`src/rtl/cv32e40p_ft_pkg.sv`:
```
// cv32e40p_ft_pkg: redundancy modes and per-unit default health-tracking constants
package cv32e40p_ft_pkg;
  typedef enum logic [1:0] {
    FT_TMR     = 2'd0,
    FT_DMR     = 2'd1,
    FT_SIMPLEX = 2'd2,
    FT_FAIL    = 2'd3
  } ft_mode_e;
  localparam int CDEC_INCREMENT = 4;
  localparam int CDEC_DECREMENT = 1;
  localparam int CDEC_THRESHOLD = 12;
  localparam int ALU_INCREMENT  = 4;
  localparam int ALU_DECREMENT  = 2;
  localparam int ALU_THRESHOLD  = 12;
endpackage

```
`src/rtl/cv32e40p_ft_redundancy_manager_if.sv`:
```
// cv32e40p_ft_redundancy_manager_if: replica data in, voted data and error flags out
interface cv32e40p_ft_redundancy_manager_if #(parameter int WIDTH = 32);
  logic                  valid_i;
  logic [2:0][WIDTH-1:0] data_i;
  logic [WIDTH-1:0]      data_o;
  logic                  valid_o;
  logic                  err_detected_o;
  logic                  err_corrected_o;
  logic                  err_uncorrectable_o;
  modport master (output valid_i, data_i, input data_o, valid_o, err_detected_o, err_corrected_o, err_uncorrectable_o);
  modport slave (input valid_i, data_i, output data_o, valid_o, err_detected_o, err_corrected_o, err_uncorrectable_o);
endinterface

```
`src/rtl/cv32e40p_ft_health_counter.sv`:
```
// cv32e40p_ft_health_counter: saturating up/down error score with a sticky broken flag
module cv32e40p_ft_health_counter #(
  parameter int INCREMENT = 4,
  parameter int DECREMENT = 1,
  parameter int THRESHOLD = 12,
  parameter int COUNT_BIT = 4
) (
  input  logic clk,
  input  logic rst,
  input  logic i_update,
  input  logic i_err,
  input  logic i_set,
  input  logic i_clear,
  output logic o_broken
);
  localparam logic [COUNT_BIT:0] L_MAX = {1'b0, {COUNT_BIT{1'b1}}};
  localparam logic [COUNT_BIT:0] L_INC = (COUNT_BIT+1)'(INCREMENT);
  localparam logic [COUNT_BIT:0] L_DEC = (COUNT_BIT+1)'(DECREMENT);
  logic [COUNT_BIT-1:0] r_cnt;
  logic                 r_broken;
  logic [COUNT_BIT:0]   w_cnt, w_sum, w_next;
  logic                 w_upd;
  assign w_cnt  = {1'b0, r_cnt};
  assign w_sum  = w_cnt + L_INC;
  assign w_next = i_err ? (w_sum > L_MAX ? L_MAX : w_sum) : (w_cnt > L_DEC ? w_cnt - L_DEC : '0);
  // a broken replica no longer votes, so its score is frozen
  assign w_upd  = i_update & ~r_broken;
  assign o_broken = r_broken;
  always_ff @(posedge clk) begin
    if (rst) begin
      r_cnt    <= '0;
      r_broken <= 1'b0;
    end else begin
      r_cnt    <= i_clear ? '0 : w_upd ? w_next[COUNT_BIT-1:0] : r_cnt;
      r_broken <= i_set | (~i_clear & (r_broken | (w_upd & (32'(w_next) >= THRESHOLD))));
    end
  end
endmodule

```
`src/rtl/cv32e40p_ft_redundancy_manager.sv`:
```
// cv32e40p_ft_redundancy_manager: TMR voter degrading to DMR/SIMPLEX on replica health,
// with saturating corrected/uncorrectable event statistics
module cv32e40p_ft_redundancy_manager
  import cv32e40p_ft_pkg::*;
#(
  parameter int WIDTH     = 32,
  parameter int INCREMENT = 4,
  parameter int DECREMENT = 1,
  parameter int THRESHOLD = 12,
  parameter int COUNT_BIT = 4,
  parameter int STAT_BIT  = 16,
  parameter bit OUT_REG   = 1'b0
) (
  input  logic                 clk,
  input  logic                 rst,
  cv32e40p_ft_redundancy_manager_if.slave bus,
  input  logic [2:0]           set_broken_i,
  input  logic                 clear_i,
  input  logic                 stat_clear_i,
  output logic [2:0]           is_broken_o,
  output logic [1:0]           mode_o,
  output logic [STAT_BIT-1:0]  corr_cnt_o,
  output logic [STAT_BIT-1:0]  uncorr_cnt_o
);
  ft_mode_e             w_mode;
  logic [WIDTH-1:0]     w_d0, w_d1, w_d2, w_maj, w_lo, w_hi, w_data;
  logic [2:0]           w_rep_err;
  logic                 w_tmr, w_corr, w_uncorr, w_det;
  logic [STAT_BIT-1:0]  r_corr_cnt, r_uncorr_cnt;
  assign w_d0   = bus.data_i[0];
  assign w_d1   = bus.data_i[1];
  assign w_d2   = bus.data_i[2];
  // the number of broken replicas is exactly the mode encoding
  assign w_mode = ft_mode_e'(2'(is_broken_o[0]) + 2'(is_broken_o[1]) + 2'(is_broken_o[2]));
  assign mode_o = w_mode;
  assign w_tmr  = w_mode == FT_TMR;
  assign w_maj  = (w_d0 & w_d1) | (w_d0 & w_d2) | (w_d1 & w_d2);
  assign w_lo   = is_broken_o[0] ? (is_broken_o[1] ? w_d2 : w_d1) : w_d0;
  assign w_hi   = is_broken_o[2] ? w_d1 : w_d2;
  assign w_rep_err = {w_d2 != w_maj, w_d1 != w_maj, w_d0 != w_maj};
  assign w_data   = w_tmr ? w_maj : w_mode == FT_FAIL ? w_d0 : w_lo;
  assign w_corr   = bus.valid_i & w_tmr & |w_rep_err;
  assign w_uncorr = bus.valid_i & (w_mode == FT_DMR) & (w_lo != w_hi);
  assign w_det    = w_corr | w_uncorr | (bus.valid_i & (w_mode == FT_FAIL));
  for (genvar i = 0; i < 3; i++) begin : g_hc
    cv32e40p_ft_health_counter #(
      .INCREMENT(INCREMENT), .DECREMENT(DECREMENT), .THRESHOLD(THRESHOLD), .COUNT_BIT(COUNT_BIT)
    ) u_hc (
      .clk      (clk),
      .rst      (rst),
      .i_update (bus.valid_i & w_tmr),
      .i_err    (w_rep_err[i]),
      .i_set    (set_broken_i[i]),
      .i_clear  (clear_i),
      .o_broken (is_broken_o[i])
    );
  end
  always_ff @(posedge clk) begin
    if (rst) begin
      r_corr_cnt   <= '0;
      r_uncorr_cnt <= '0;
    end else begin
      r_corr_cnt   <= stat_clear_i ? '0 : (w_corr && r_corr_cnt != '1) ? r_corr_cnt + 1'b1 : r_corr_cnt;
      r_uncorr_cnt <= stat_clear_i ? '0 : (w_uncorr && r_uncorr_cnt != '1) ? r_uncorr_cnt + 1'b1 : r_uncorr_cnt;
    end
  end
  assign corr_cnt_o   = r_corr_cnt;
  assign uncorr_cnt_o = r_uncorr_cnt;
  if (OUT_REG) begin : g_reg
    always_ff @(posedge clk) begin
      if (rst) begin
        bus.data_o              <= '0;
        bus.valid_o             <= 1'b0;
        bus.err_detected_o      <= 1'b0;
        bus.err_corrected_o     <= 1'b0;
        bus.err_uncorrectable_o <= 1'b0;
      end else begin
        bus.data_o              <= w_data;
        bus.valid_o             <= bus.valid_i;
        bus.err_detected_o      <= w_det;
        bus.err_corrected_o     <= w_corr;
        bus.err_uncorrectable_o <= w_uncorr;
      end
    end
  end else begin : g_comb
    assign bus.data_o              = w_data;
    assign bus.valid_o             = bus.valid_i;
    assign bus.err_detected_o      = w_det;
    assign bus.err_corrected_o     = w_corr;
    assign bus.err_uncorrectable_o = w_uncorr;
  end
endmodule
```
`src/flat_wrapper.sv`:
```
// flat-port wrapper written by rule: the top's interface ports become plain ports
module cv32e40p_ft_redundancy_manager_flat import cv32e40p_ft_pkg::*;
#(
  parameter int WIDTH     = 32,
  parameter int INCREMENT = 4,
  parameter int DECREMENT = 1,
  parameter int THRESHOLD = 12,
  parameter int COUNT_BIT = 4,
  parameter int STAT_BIT  = 16,
  parameter bit OUT_REG   = 1'b0
)
  (clk, rst, set_broken_i, clear_i, stat_clear_i, is_broken_o, mode_o, corr_cnt_o, uncorr_cnt_o, bus_valid_i, bus_data_i, bus_data_o, bus_valid_o, bus_err_detected_o, bus_err_corrected_o, bus_err_uncorrectable_o);
  cv32e40p_ft_redundancy_manager_if #(.WIDTH(WIDTH)) bus_i ();
  input  logic clk;
  input  logic rst;
  input  logic [2:0] set_broken_i;
  input  logic clear_i;
  input  logic stat_clear_i;
  output logic [2:0] is_broken_o;
  output logic [1:0] mode_o;
  output logic [STAT_BIT-1:0] corr_cnt_o;
  output logic [STAT_BIT-1:0] uncorr_cnt_o;
  input wire logic [$bits(bus_i.valid_i)-1:0] bus_valid_i;
  input wire logic [$bits(bus_i.data_i)-1:0] bus_data_i;
  output wire logic [$bits(bus_i.data_o)-1:0] bus_data_o;
  output wire logic [$bits(bus_i.valid_o)-1:0] bus_valid_o;
  output wire logic [$bits(bus_i.err_detected_o)-1:0] bus_err_detected_o;
  output wire logic [$bits(bus_i.err_corrected_o)-1:0] bus_err_corrected_o;
  output wire logic [$bits(bus_i.err_uncorrectable_o)-1:0] bus_err_uncorrectable_o;
  assign bus_i.valid_i = bus_valid_i;
  assign bus_i.data_i = bus_data_i;
  assign bus_data_o = bus_i.data_o;
  assign bus_valid_o = bus_i.valid_o;
  assign bus_err_detected_o = bus_i.err_detected_o;
  assign bus_err_corrected_o = bus_i.err_corrected_o;
  assign bus_err_uncorrectable_o = bus_i.err_uncorrectable_o;
  cv32e40p_ft_redundancy_manager #(.WIDTH(WIDTH), .INCREMENT(INCREMENT), .DECREMENT(DECREMENT), .THRESHOLD(THRESHOLD), .COUNT_BIT(COUNT_BIT), .STAT_BIT(STAT_BIT), .OUT_REG(OUT_REG)) u_core (.clk(clk), .rst(rst), .bus(bus_i), .set_broken_i(set_broken_i), .clear_i(clear_i), .stat_clear_i(stat_clear_i), .is_broken_o(is_broken_o), .mode_o(mode_o), .corr_cnt_o(corr_cnt_o), .uncorr_cnt_o(uncorr_cnt_o));
endmodule
```
`config.mk`:
```
export PLATFORM = sky130hd
export DESIGN_NAME = cv32e40p_ft_redundancy_manager_flat
export DESIGN_NICKNAME = d
export VERILOG_FILES = /design/src/rtl/cv32e40p_ft_pkg.sv /design/src/rtl/cv32e40p_ft_redundancy_manager_if.sv /design/src/rtl/cv32e40p_ft_health_counter.sv /design/src/rtl/cv32e40p_ft_redundancy_manager.sv /design/src/flat_wrapper.sv
export SDC_FILE = /design/constraint.sdc
export NUM_CORES = 1
export LEC_CHECK = 0
export ABC_AREA = 1
export BUFFER_PORTS_ARGS = -buffer_cell sky130_fd_sc_hd__buf_2
export CORE_MARGIN = 2
export CORE_UTILIZATION = 35
export CTS_BUF_LIST = sky130_fd_sc_hd__clkbuf_16
export DETAILED_ROUTE_END_ITERATION = 10
export PLACE_DENSITY = 0.68
export RECOVER_POWER = 100
export SLEW_MARGIN = 30
export SYNTH_ARGS = -nofsm -noshare
export SYNTH_HDL_FRONTEND = slang
export SYNTH_HIERARCHICAL = 1
export SYNTH_SLANG_ARGS = --single-unit
```
`constraint.sdc`:
```
create_clock -name clk -period 3 [get_ports clk]
set_input_delay 0.3 -clock clk [delete_from_list [all_inputs] [get_ports clk]]
set_output_delay 0.3 -clock clk [all_outputs]
set_load 0.01 [all_outputs]
```
### Word level (Yosys, flattened, before mapping)

Index checks and enable logic that the tools add are counted.

| storage, ports and cells | value |
|---|---|
| flip-flop bits (word level) | 47 |
| logic and storage cells | 86 |
| input port bits | 104 |

| operators by class | value |
|---|---|
| bitwise gates (word level) | 31 |
| $add $sub $neg | 10 |
| equal/unequal tests | 8 |
| order comparisons | 9 |
| muxes and demuxes | 14 |
| reductions and logical operators | 6 |

Operators with widths:

| operator | number |
|---|---|
| $mux W32 | 5 |
| $ne A32 B32 Y1 | 4 |
| $and A32 B32 Y32 | 3 |
| $or A32 B32 Y32 | 2 |
| $mux W5 | 9 |
| $add A16 B1 Y16 const B | 2 |
| $ne A16 B16 Y1 const B | 2 |
| $add A4 B3 Y5 const B | 3 |
| $ge A5 B4 Y1 const B | 3 |
| $gt A5 B4 Y1 const B | 3 |
| $sub A4 B1 Y5 const B | 3 |
| $and A1 B1 Y1 | 14 |
| $gt A4 B1 Y1 const B | 3 |
| $or A1 B1 Y1 | 8 |
| $not A1 Y1 | 4 |
| $reduce_or A2 Y1 | 2 |
| $reduce_or A3 Y1 | 1 |
| $add A1 B1 Y2 | 1 |
| $add A2 B1 Y2 | 1 |
| $eq A2 B1 Y1 const B | 1 |
| $eq A2 B2 Y1 const B | 1 |
| $logic_and A1 B1 Y1 | 2 |
| $logic_not A2 Y1 | 1 |

### Depth between registers and ports, before layout

| logic depth | value |
|---|---|
| word-level depth | 10 |
| gate-level depth with buffers | 18 |

### Modules after synthesis

The synthesis kept the hierarchy.

Modules (own cells, without submodules):

| module | cells an instance | area each (um^2) | times used | seq. area each (um^2) |
|---|---|---|---|---|
| cv32e40p_ft_redundancy_manager | 1321 | 6507.5 | 1 | 640.6 |
| cv32e40p_ft_health_counter | 70 | 447.9 | 3 | 100.1 |

### Worst setup path before layout

No wires, ideal clock.

| timing | value |
|---|---|
| kind | reg2reg |
| from | register u_core.g_hc[0].u_hc.r_broken |
| to | register u_core.g_hc[2].u_hc.r_broken |
| required time | 2.942 ns |
| cell stages (with the launch flop) | 17 |
| data arrival time | 2.972 ns |
| clock period less this slack | 3.030 ns |
| path slack | -0.030 ns |
| path buffers | 4 |
| setup time | 0.058 ns |
| cells stage by stage | dfxtp_1 > buf_4 > inv_4 > buf_4 > fa_1 > nand2_1 > nor2_1 > clkbuf_1 > clkbuf_1 > inv_1 > nor2_2 > nand2_1 > nor3_1 > nor2_1 > nand2_1 > nand2_1 > nand2_1 |

| on the way | value |
|---|---|
| longest elaborated chain between the ends | 9 |

Ends and longest elaborated chain:

| what | RTL line | RTL |
|---|---|---|
| start: declaration | cv32e40p_ft_health_counter.sv:20 | `logic r_broken;` |
| start signal: assignment | cv32e40p_ft_health_counter.sv:35 | `r_broken <= i_set \| (~i_clear & (r_broken \| (w_upd & (32'(w_next) >= THRESHOLD))));` |
| $add A1 B1 Y2 | cv32e40p_ft_redundancy_manager.sv:34 | `assign w_mode = ft_mode_e'(2'(is_broken_o[0]) + 2'(is_broken_o[1]) + 2'(is_broken_o[2]));` |
| $add A2 B1 Y2 | cv32e40p_ft_redundancy_manager.sv:34 |  |
| $logic_not A2 Y1 | cv32e40p_ft_redundancy_manager.sv:36 | `assign w_tmr = w_mode == FT_TMR;` |
| $and A1 B1 Y1 | cv32e40p_ft_redundancy_manager.sv:51 | `.i_update (bus.valid_i & w_tmr),` |
| $and A1 B1 Y1 | cv32e40p_ft_health_counter.sv:27 | `assign w_upd = i_update & ~r_broken;` |
| $and A1 B1 Y1 | cv32e40p_ft_health_counter.sv:35 |  |
| $or A1 B1 Y1 | cv32e40p_ft_health_counter.sv:35 |  |
| $and A1 B1 Y1 | cv32e40p_ft_health_counter.sv:35 |  |
| $or A1 B1 Y1 | cv32e40p_ft_health_counter.sv:35 |  |
| end signal: assignment | cv32e40p_ft_health_counter.sv:35 |  |
| end: declaration | cv32e40p_ft_health_counter.sv:20 |  |

Every way passes these cells.
A chain may end at the register's enable or synchronous reset.

### Final worst setup path

| timing | value |
|---|---|
| from | register u_core.g_hc[0].u_hc.r_broken |
| to | output bus_data_o[0] |

| on the way | value |
|---|---|
| longest elaborated chain between the ends | 5 |

Ends and longest elaborated chain:

| what | RTL line | RTL |
|---|---|---|
| $add A1 B1 Y2 | cv32e40p_ft_redundancy_manager.sv:34 |  |
| $add A2 B1 Y2 | cv32e40p_ft_redundancy_manager.sv:34 |  |
| $eq A2 B2 Y1 | cv32e40p_ft_redundancy_manager.sv:41 | `assign w_data = w_tmr ? w_maj : w_mode == FT_FAIL ? w_d0 : w_lo;` |
| $mux W32 | cv32e40p_ft_redundancy_manager.sv:41 |  |
| $mux W32 (*) | cv32e40p_ft_redundancy_manager.sv:41 |  |
| end: declaration | flat_wrapper.sv:25 | `output wire logic [$bits(bus_i.data_o)-1:0] bus_data_o;` |

Mark *: on every way between the ends. The rest lies on a longest branch, timed or not.

==> flow_metrics.env <==
export IMPL_run_status="finished clean"
export IMPL_nNetsFinal=1823
export IMPL_syn_cell_area_um2=7851
export IMPL_drive_gt1_share_pct=10.68
export IMPL_drt_iter0_markers=1015
export IMPL_worst_endpoint_arrival_ns=2.53
export IMPL_io_buffers=176
export IMPL_fillers=2471
export IMPL_yosys_top_cells_area="nand2_1 23%, nand3_1 14%, dfxtp_1 12%, inv_1 10%, nor2_1 8.7%"
export IMPL_htree_levels=2
export IMPL_rsz0062_at_grt="false"
export IMPL_grt_ovfl_total=0
export IMPL_wl_per_cell_um=14.44
export IMPL_final_common_cell="nand2_1"
export IMPL_cts_tree="done"
export IMPL_pin_count=177
export IMPL_worstRegToRegCells=15
export IMPL_first_pass_iters=6
export IMPL_place_congestion=0.9435
export IMPL_clkTransAtPathRegs_ns=0.06
export IMPL_setup_viol=0
export IMPL_synth_top_cell_area_share_pct=23.28
export IMPL_hp_class="in -> reg"
export IMPL_report_final_slew_viol_count=0
export IMPL_avgViaCountPerCell=5.303
export IMPL_fmax_mhz=353.5
export IMPL_grt_pass1_wl_mm=44.25
export IMPL_cp_start_kind="flop"
export IMPL_insertion_delay_ns=0.29
export IMPL_cp_required_ns=2.70
export IMPL_rows=54
export IMPL_p_per_area_nw_per_um2=307.5
export IMPL_start_util_pct=35.87
export IMPL_fin_area_um2=9120
export IMPL_grt_max_degree=70
export IMPL_layout_setup_ws_ns=0.1709
export IMPL_dpl_cell_area_um2=8995
export IMPL_synth_avg_cell_area_um2=5.128
export IMPL_cts_sinks=47
export IMPL_final_setup_tns_ns=0
export IMPL_yosysTopAreaCell="nand2_1"
export IMPL_drc=0
export IMPL_wirelength_mm=28.63
export IMPL_criticalPathCategory="reg -> out"
export IMPL_die_h_um=153.8
export IMPL_power_leakage_nw=4.693
export IMPL_layout_common_cells="487 x nand2_1, 216 x nand3_1, 214 x inv_1"
export IMPL_syn_nets=1659
export IMPL_min_period_over_period_pct=94.30
export IMPL_max_slew_worst_pin_slew_ns=0.6533
export IMPL_synth_warnings=6
export IMPL_vdd_ir_drop_max_mv=0.2034
export IMPL_grt_pass1_vias=8964
export IMPL_die_w_um=153.8
export IMPL_drv_cap=0
export IMPL_fin_crit_ns=2.829
export IMPL_fin_worst_skew_ns=0.01066
export IMPL_synth_ff_type="dfxtp_1"
export IMPL_synth_distinct_cells=37
export IMPL_synth_cells=1531
export IMPL_place_ws_ns=0.3609
export IMPL_grt_usage_pct=22.58
export IMPL_syn_to_final_growth_pct=16.16
export IMPL_synth_edf_count=0
export IMPL_hold_viol=0
export IMPL_cp_max_fo=6
export IMPL_cts_buffers=5
export IMPL_end_kind="output pin"
export IMPL_max_slew_margin_pct=56.40
export IMPL_ctsHoldBuffers=0
export IMPL_clock_path_buffers=2
export IMPL_core_area_um2=21890
export IMPL_holdPathStages=3
export IMPL_yosysSeqAreaShare_pct=11.98
export IMPL_ys_ff_latch=47
export IMPL_async_flop_share_pct=0
export IMPL_num_vias=10520
export IMPL_antenna_found_initial=12
export IMPL_antenna_left=0
export IMPL_placedCellCount=1965
export IMPL_cts_root_buffer="clkbuf_16"
export IMPL_instances_no_fill=1983
export IMPL_dp_hpwl_mm=21.94
export IMPL_die_area_um2=23650
[flip-flops by register name (all words and copies together), names as in the netlist]
| name | flops |
|---|---|
| u_core/g_hc.u_hc/r_cnt | 12 |
| u_core/uncorr_cnt_o | 16 |
| u_core/g_hc.u_hc/o_broken | 3 |
| u_core/corr_cnt_o | 16 |
[metrics by stage]
| step | power (mW) | hold slack, ns | utilization, % |
|---|---|---|---|
| 3_3_place_gp | 2.136 | 0.4701 | 41.09 |
| 2_1_floorplan | 1.573 | 0.4102 | - |
| 4_1_cts | 2.792 | 0.2657 | 41.83 |
| 5_1_grt | 3.002 | 0.2914 | 41.59 |
| 6_report | 2.805 | 0.2797 | 41.66 |
| 3_5_place_dp | 2.154 | 0.4718 | 41.09 |
[power breakdown]
| part | internal, mW | switching, mW |
|---|---|---|
| sequential | 0.635 | 0.0132 |
| combinational | 0.504 | 1.02 |
| clock | 0.389 | 0.245 |
| total | 1.53 | 1.28 |
[worst max-delay path: stages (launching register included)]
cell and delay (ns):
dfxtp_1 0.37, inv_4 0.04, fa_1 0.53, nand2_1 0.16, inv_1 0.07, nor2_1 0.21
clkinvlp_4 0.23, clkbuf_2 0.24, o221ai_1 0.22, clkbuf_1 0.17
[worst paths after layout]
path	from	end	slack (ns)
worst max-delay path	u_core/g_hc[0].u_hc/o_broken	bus_data_o[0]	0.17
worst max register to register	u_core/g_hc[1].u_hc/o_broken	u_core/uncorr_cnt_o[5]	0.37
worst min-delay path	set_broken_i[0]	u_core/g_hc[0].u_hc/o_broken	0.28
worst min register to register	u_core/uncorr_cnt_o[15]	u_core/uncorr_cnt_o[15]	0.48
[Yosys cell counts, types with 9 or more instances]
cell / n
o21ai_0: 80
nor2_1: 181
clkbuf_1: 16
nand4_1: 33
a21oi_1: 84
o21ai_1: 9
nand3_1: 216
inv_1: 215
nor3_1: 15
o221ai_1: 15
nand2_1: 487
ha_1: 23
buf_6: 9
dfxtp_1: 47
buf_2: 9
o21ai_2: 12
[logic make-up after synthesis]
group | Yosys count | share of synthesized area [%]
and+or+nand+nor | 959 | 52.00
buffers and inverters | 266 | 14.26
AOI/OAI and AO/OA | 221 | 16.27
DFF | 47 | 11.98
adders and majority gates | 24 | 3.920
xor gates and xnor gates | 14 | 1.562
[per-layer routing]
| metal | part of all wire, % | wire, µm | up-vias | global-route usage [%] |
|---|---|---|---|---|
| li1 | - | - | 5298 | - |
| met1 | 42 | 11950 | 4649 | 29.06 |
| met2 | 45 | 12820 | 487 | 37.25 |
| met3 | 9.9 | 2842 | 73 | 4.961 |
| met4 | 3.4 | 982 | 8 | 7.864 |
| met5 | 0.14 | 39 | - | 0 |
[final cells by class]
cell class                 count  area, µm²  share of cell area (%)
clock buffer                   5      125.1                   1.372
tap                          280      350.3                   3.841
timing repair buffer         199       1013                   11.11
antenna                        8      20.02                  0.2195
multi-input combinational   1218       5774                   63.31
clock inverter                 2      37.54                  0.4116
sequential                    47      942.2                   10.33
inverter                     224      857.1                   9.398
[timing repair]
action	4_1_cts	5_1_grt
gates resized for setup	0	2
endpoints found under the setup margin	0	4
buffers inserted	0	3
Power figures use the tool's default switching activity.
